<file path="src/rtl/chacha20_keystream_scheduler.sv">
// chacha20_keystream_scheduler
//   Drives one chacha20_block instance to produce a stream of 512-bit
//   keystream blocks. Key, nonce and start counter are latched on a config
//   load. The scheduler builds the 16-word ChaCha20 state, launches the block
//   and waits for it to finish. Each result is offered on a valid/ready
//   stream, after which the counter advances and the next block is launched.
//
// Ports
//   clock, clear_n           rising-edge clock, asynchronous active-low reset
//   cfg_load/key/nonce/ctr   config load, accepted only while cfg_ready=1
//   cfg_ready                high while idle
//   stop                     abandon the stream and return to idle
//   ks_valid/ready/data/ctr  keystream output stream and its block counter
//   exhausted                sticky: last counter value consumed, no wrap
//   block_*                  interface to the chacha20_block datapath
module chacha20_keystream_scheduler #(
  parameter int unsigned ALLOW_COUNTER_WRAP = 0
) (
  input  logic         clock,
  input  logic         clear_n,
  input  logic         cfg_load,
  input  logic [255:0] cfg_key,
  input  logic [95:0]  cfg_nonce,
  input  logic [31:0]  cfg_counter,
  output logic         cfg_ready,
  input  logic         stop,
  output logic         ks_valid,
  input  logic         ks_ready,
  output logic [511:0] ks_data,
  output logic [31:0]  ks_counter,
  output logic         exhausted,
  output logic [511:0] block_round_input,
  output logic         block_start,
  input  logic         block_finished,
  input  logic [511:0] block_round_output
);

  // "expand 32-byte k", word 0 in the least significant position
  localparam logic [127:0] SIGMA = 128'h6b206574_79622d32_3320646e_61707865;

  typedef enum logic [2:0] {
    S_IDLE,
    S_LAUNCH,
    S_WAIT_BUSY,
    S_WAIT_DONE,
    S_HOLD
  } state_e;

  state_e         state_q, state_d;
  logic [255:0]   key_q, key_d;
  logic [95:0]    nonce_q, nonce_d;
  logic [31:0]    counter_q, counter_d;
  logic           abort_q, abort_d;
  logic           ks_valid_q, ks_valid_d;
  logic [511:0]   ks_data_q, ks_data_d;
  logic [31:0]    ks_counter_q, ks_counter_d;
  logic           exhausted_q, exhausted_d;
  logic [511:0]   round_input_q, round_input_d;
  logic           last_counter;

  assign last_counter = (counter_q == '1) && (ALLOW_COUNTER_WRAP == 0);

  always_comb begin
    state_d      = state_q;
    key_d        = key_q;
    nonce_d      = nonce_q;
    counter_d    = counter_q;
    abort_d      = abort_q;
    ks_valid_d   = ks_valid_q;
    ks_data_d    = ks_data_q;
    ks_counter_d = ks_counter_q;
    exhausted_d  = exhausted_q;
    block_start  = 1'b0;

    unique case (state_q)
      S_IDLE: begin
        if (cfg_load) begin
          key_d       = cfg_key;
          nonce_d     = cfg_nonce;
          counter_d   = cfg_counter;
          exhausted_d = 1'b0;
          state_d     = S_LAUNCH;
        end
      end
      S_LAUNCH: begin
        // The block may still be finishing a previous job (e.g. after reset).
        if (stop) begin
          state_d = S_IDLE;
        end else if (block_finished) begin
          block_start = 1'b1;
          state_d     = S_WAIT_BUSY;
        end
      end
      S_WAIT_BUSY: begin
        if (stop) abort_d = 1'b1;
        if (!block_finished) state_d = S_WAIT_DONE;
      end
      S_WAIT_DONE: begin
        if (stop) abort_d = 1'b1;
        if (block_finished) begin
          // A stop arriving with the finish still discards the block.
          if (abort_q || stop) begin
            state_d = S_IDLE;
          end else begin
            ks_data_d    = block_round_output;
            ks_counter_d = counter_q;
            ks_valid_d   = 1'b1;
            state_d      = S_HOLD;
          end
        end
      end
      S_HOLD: begin
        if (ks_ready) begin
          ks_valid_d = 1'b0;
          if (last_counter) begin
            exhausted_d = 1'b1;
            state_d     = S_IDLE;
          end else begin
            counter_d = counter_q + 32'd1;
            state_d   = stop ? S_IDLE : S_LAUNCH;
          end
        end else if (stop) begin
          ks_valid_d = 1'b0;
          state_d    = S_IDLE;
        end
      end
      default: state_d = S_IDLE;
    endcase

    if (state_d == S_IDLE) abort_d = 1'b0;

    round_input_d = {nonce_d, counter_d, key_d, SIGMA};
  end

  always_ff @(posedge clock or negedge clear_n) begin
    if (!clear_n) begin
      state_q       <= S_IDLE;
      key_q         <= '0;
      nonce_q       <= '0;
      counter_q     <= '0;
      abort_q       <= 1'b0;
      ks_valid_q    <= 1'b0;
      ks_data_q     <= '0;
      ks_counter_q  <= '0;
      exhausted_q   <= 1'b0;
      round_input_q <= '0;
    end else begin
      state_q       <= state_d;
      key_q         <= key_d;
      nonce_q       <= nonce_d;
      counter_q     <= counter_d;
      abort_q       <= abort_d;
      ks_valid_q    <= ks_valid_d;
      ks_data_q     <= ks_data_d;
      ks_counter_q  <= ks_counter_d;
      exhausted_q   <= exhausted_d;
      round_input_q <= round_input_d;
    end
  end

  assign cfg_ready         = (state_q == S_IDLE);
  assign ks_valid          = ks_valid_q;
  assign ks_data           = ks_data_q;
  assign ks_counter        = ks_counter_q;
  assign exhausted         = exhausted_q;
  assign block_round_input = round_input_q;

endmodule

</file>
<file path="config.mk">
export PLATFORM = sky130hd
export DESIGN_NAME = chacha20_keystream_scheduler
export DESIGN_NICKNAME = d
export VERILOG_FILES = /design/src/rtl/chacha20_keystream_scheduler.sv
export SDC_FILE = /design/constraint.sdc
export NUM_CORES = 1
export LEC_CHECK = 0
export CAP_MARGIN = 0
export CORE_AREA = 2 2 756 758
export CTS_CLUSTER_SIZE = 14
export DETAILED_ROUTE_END_ITERATION = 10
export DIE_AREA = 0 0 758 760
export PLACE_DENSITY = 0.3
export RECOVER_POWER = 25
export REMOVE_ABC_BUFFERS = 1
export SKIP_CTS_REPAIR_TIMING = 1
export SYNTH_ARGS = -nofsm -noshare
export SYNTH_HDL_FRONTEND = slang
export SYNTH_SLANG_ARGS = --single-unit
</file>
<file path="constraint.sdc">
create_clock -name clock -period 2.6 [get_ports clock]
set_input_delay 0.65 -clock clock [delete_from_list [all_inputs] [get_ports clock]]
set_output_delay 0.65 -clock clock [all_outputs]
set_load 0.1 [all_outputs]
</file>
### Word level (Yosys, flattened, before mapping)

Cells that the tools add are included.

* register bits: 1374
* input bits: 902
* output and inout bits: 1060
* word-level logic and storage cells: 69

* add/sub/neg operators: 1
* equality and inequality tests: 11
* mux-type cells: 34
* bitwise operators: 1
* reductions and logical operators: 12

Operators with widths (count)
* 256-bit two-way mux: 2
* 96-bit two-way mux: 2
* 32-bit two-way mux: 3
* 32-bit one-hot mux with 2 select lines: 1
* 32-bit by 1-bit adder with 32-bit output (second input constant): 1
* 32-bit == test (second input constant): 1
* 3-bit two-way mux: 8
* 1-bit two-way mux: 15
* 3-bit one-hot mux with 5 select lines: 1
* 2-bit inequality test (second input constant): 5
* 4-bit AND reduction: 2
* 2-bit nonzero test: 4
* 3-bit by 2-bit == test with 1-bit output (second input constant): 2
* 3-bit zero test: 2
* 1-bit one-hot mux with 2 select lines: 2
* 3-bit by 1-bit == test with 1-bit output (second input constant): 1
* 3-bit == test (second input constant): 1
* 3-bit inequality test (second input constant): 1
* 3-bit AND reduction: 1
* 2-bit AND reduction: 1
* 2-bit OR reduction: 1
* 1-bit logical OR: 1
* 1-bit inverter: 1

### Longest topological paths before layout

* word-level depth: 7
* depth in mapped cells: 9
* gate-level depth less buffers: 7

### Least setup slack after synthesis

No wires, ideal clock.

* kind: input to output
* start: input port stop
* end: output port block_start
* data arrival time: 3.727 ns
* required time: 1.950 ns
* slack: -1.777 ns
* cell stages on the path: 2
* buffers on the path: 1
* cell sequence: clkbuf_1 > nor4_1

* word-level cells in the longest chain between the ends: 2

RTL lines
* start: declaration: line 26 `input logic stop,`
* 1-bit two-way mux: line 87 `if (stop) begin`
* 1-bit two-way mux: line 75 `unique case (state_q)`
* end: declaration: line 33 `output logic block_start,`

Every way passes these cells.

### Worst setup path after layout

* start: register state_q[0]
* end: output port block_start

* word-level cells in the longest chain between the ends: 2

RTL lines
* start: declaration: line 49 `state_e state_q, state_d;`
* start signal: assignment: line 148 `state_q <= state_d;`
* 3-bit by 1-bit == test with 1-bit output: line 75
* 1-bit two-way mux: line 75

Every way passes these cells.

==> results.py <==
metrics = {
    "final_layout": {
        "post_layout_nets": 6015,
        "finalNonFillerCells": 12797,
        "syn_to_final_growth_pct": 90.3,
        "final_layout_size_suffix_gt1_share_pct": 37.6,
        "util_after_layout_pct": 12.2,
        "final_cell_area_sq_mm": 0.0694,
    },
    "cts": {
        "cts_tree": "built",
        "cts_sink_count": 935,
        "htree_num_levels": 4,
        "clock_tree.root_cell": "sky130_fd_sc_hd__clkbuf_16",
        "clock_path_buffers": 4,
        "clkTransAtPathRegs_ns": 0.07,
        "tritoncts_buffers": 148,
        "clock_insertion_delay_worst_skew_ns": 0.85,
    },
    "floorplanning": {
        "die-height_um": 760,
        "horizontal_extent_of_the_die_um": 758,
        "floorplan.core_area_sq_mm": 0.568,
        "initial_core_util_pct": 6.43,
        "io_pins": 1962,
        "die_area_sq_mm": 0.576,
        "row_count": 277,
    },
    "critical_path": {
        "ff2ff_setup_slack_ns": 0.21,
        "critical_path.endpoint_type": "output pin",
        "max_stage_delay_ns": 0.44,
        "cp_top_family": "flip-flops",
        "timing.critical_path.cells": "nand2_4 > nor4_4 > buf_4 > buf_12",
        "critPathKind": "register to output pin",
        "rr_startpoint": "counter_q[26]",
        "cp_slowest_cell": "sky130_fd_sc_hd__dfrtp_2",
        "reg2regPathDepth": 7,
        "start_kind": "register",
        "timing.critical_path.buf_inv": 2,
        "cp.arrival_ns": 1.97,
        "r2r-end": "counter_q[25]",
        "worstPathMaxFanout": 6,
        "critPathRequiredTime_ns": 1.95,
    },
    "detailed_routing": {
        "router_iterations_before_antenna_repair": 5,
        "detailroute.via_count": 33355,
        "antenna_viol_nets_final": 0,
        "wl_um": 387000,
        "remaining_drc_errors": 0,
        "detail_route.iter0.violations": 1749,
        "via_per_inst": 2.61,
        "detail_route.wl_per_cell_um": 30.3,
    },
    "global_route": {
        "global_route_wire_length_before_repair_um": 470000,
        "pin_count_of_the_biggest_net_entering_global_routing": 74,
        "first_global_vias": 35110,
        "grt_antenna_before_repair": 259,
        "grt_overflow_total": 0,
        "globalRouteTotalUtil_pct": 12.9,
    },
    "timing": {
        "fin_crit_sh_pct": 101,
        "fin_worst_hold_slack_ns": 0.311,
        "finalMaxSlewViolations": 47,
        "final.setup_skew_ns": 0.0597,
        "max_slew_margin_pct": -26.8,
        "grt_setup_unrepaired": "true",
        "final-hold-violation-count": 0,
        "fmax_mhz": 381,
        "setup_viol_count_final": 1,
        "worst_pin_slew_ns": 1.90,
        "layout_setup_ws_ns": -0.0219,
        "min_period_ns": 2.62,
    },
    "synthesis": {
        "synth_seq_area_share_pct": 64.1,
        "number_of_warnings_issued_by_yosys": 0,
        "mappedNetlistArea_sq_mm": 0.0365,
        "yosys-top-cells-count": "sky130_fd_sc_hd__nand2_1, sky130_fd_sc_hd__dfrtp_1, sky130_fd_sc_hd__mux2_2",
        "synth-simple-area-share_pct": 12.8,
        "postSynthAreaPerCell_sq_um": 12.0,
        "synth_largest_type_area_fraction_pct": 64.1,
        "synth.ff_latch_count": 935,
        "yosys-mux-area-fraction_pct": 16.8,
        "synth_top_family_by_area": "multiplexers",
        "synth_compound_area_share_pct": 1.57,
        "post_synth_xor_area_fraction_pct": 0.0480,
        "synth-adder-area-share_pct": 0.0343,
        "number_of_enable_flip_flop_cells_after_synthesis": 0,
        "netlist_top_cells_area": "sky130_fd_sc_hd__dfrtp_1, sky130_fd_sc_hd__mux2_2, sky130_fd_sc_hd__nand2_1",
        "synthArstFlopShare_pct": 100,
        "post-synth-top-area-cell": "sky130_fd_sc_hd__dfrtp_1",
        "dominantRegCellSynth": "sky130_fd_sc_hd__dfrtp_1",
        "synthesis.instances": 3047,
        "most_used_standard_cell_by_instance_count_after_synthesis": "sky130_fd_sc_hd__nand2_1",
        "ys_types": 56,
    },
    "hold_path": {
        "worst_hold_path.endpoint": "key_q[155]",
        "hold_removal_path_class": "input pin to register",
        "min_from": "cfg_key[155]",
        "hold_path_depth": 3,
    },
    "flow_run": {
        "max_cap_violations": 1,
    },
    "placed_design": {
        "place.gp.congestion": 0.933,
        "detailedPlacementHpwl_um": 342000,
        "port_buffers": 1889,
        "placed_cells": 12478,
        "placed_area_sq_mm": 0.0640,
    },
    "status": {
        "run_status": "finished, violations left",
        "failing_checks": "capacitance limit, slew limit, setup timing",
    },
}
[cell usage in the layout (no fill, tap or decap), drive strengths merged, types with 9 or more instances in the layout]
| cell type | instances |
|---|---|
| a21oi | 10 |
| buf | 1162 |
| bufinv | 11 |
| clkbuf | 272 |
| clkdlybuf4s50 | 900 |
| clkinv | 25 |
| clkinvlp | 9 |
| conb | 73 |
| dfrtp | 935 |
| diode | 38 |
| inv | 20 |
| mux2 | 544 |
| nand2 | 1110 |
| nand3 | 22 |
| nand4 | 10 |
| nor2 | 10 |
| nor3 | 11 |
| o211ai | 18 |
| o21ai | 11 |
| o311ai | 17 |
[worst reg2reg max path, stage by stage (launching register included)]
cell and delay (ns):
sky130_fd_sc_hd__dfrtp_1 0.51, sky130_fd_sc_hd__nand4_1 0.21, sky130_fd_sc_hd__or4_4 0.57, sky130_fd_sc_hd__o31a_1 0.39
sky130_fd_sc_hd__buf_12 0.17, sky130_fd_sc_hd__nand3_2 0.15, sky130_fd_sc_hd__o211ai_1 0.11, sky130_fd_sc_hd__o311ai_0 0.15
[sequential cells by signal (all words and copies together) (netlist names)]
name,cells
ks_data,512
key_q,255
nonce_q,96
ks_counter,32
counter_q,31
block_round_input,3
state_q,3
abort_q,1
exhausted,1
ks_valid,1
[kinds of logic after synthesis]
group           count (synthesis)
fa+ha+maj                       1
buf+inv                       292
flops                         935
simple gates                 1194
xor+xnor                        2
compound gates                 77
mux                           544
other cells                     2
[layout make-up]
class | count | area [sq um]
fillers | 64686 | 498000
flip-flops and latches | 935 | 23400
repair buffers | 2128 | 19800
multi-input cells | 1891 | 11700
well taps | 7533 | 9430
clock buffers | 207 | 4260
clock inverters | 57 | 747
diodes | 38 | 95.1
inverters | 8 | 30.0
[layer usage]
metal  share of wire [%]  up-vias  track usage [%]
met3                  12      700             6.52
met5                0.16        -                0
met2                  46     1852             21.1
met1                  38    16664             14.3
li1                    -    14053                -
met4                 4.6       86             4.98
[through the flow]
stage	setup TNS, ns	worst slack (ns)
finish	-0.0219	-0.0219
global route	-2.39	-0.169
CTS	-19.54	-0.515
detailed placement	-133.13	-0.322
global placement	-142.17	-0.333
floorplan	-	-31.68
[how the worst max path moves through the flow]
stage | from | to | slack (ns) | cells after the start
global placement | block_finished | ks_data[350] | -0.33 | 7
CTS | state_q[0] | block_start | -0.52 | 5
floorplan | block_round_input[126] | block_round_input[0] | -31.68 | 0
global route | state_q[0] | block_start | -0.17 | 4
detailed placement | block_finished | ks_data[325] | -0.32 | 7
finish | state_q[0] | block_start | -0.02 | 4
Power is not shown: default switching activity piles up to over one toggle a cycle in this logic, so the estimate is an artifact.
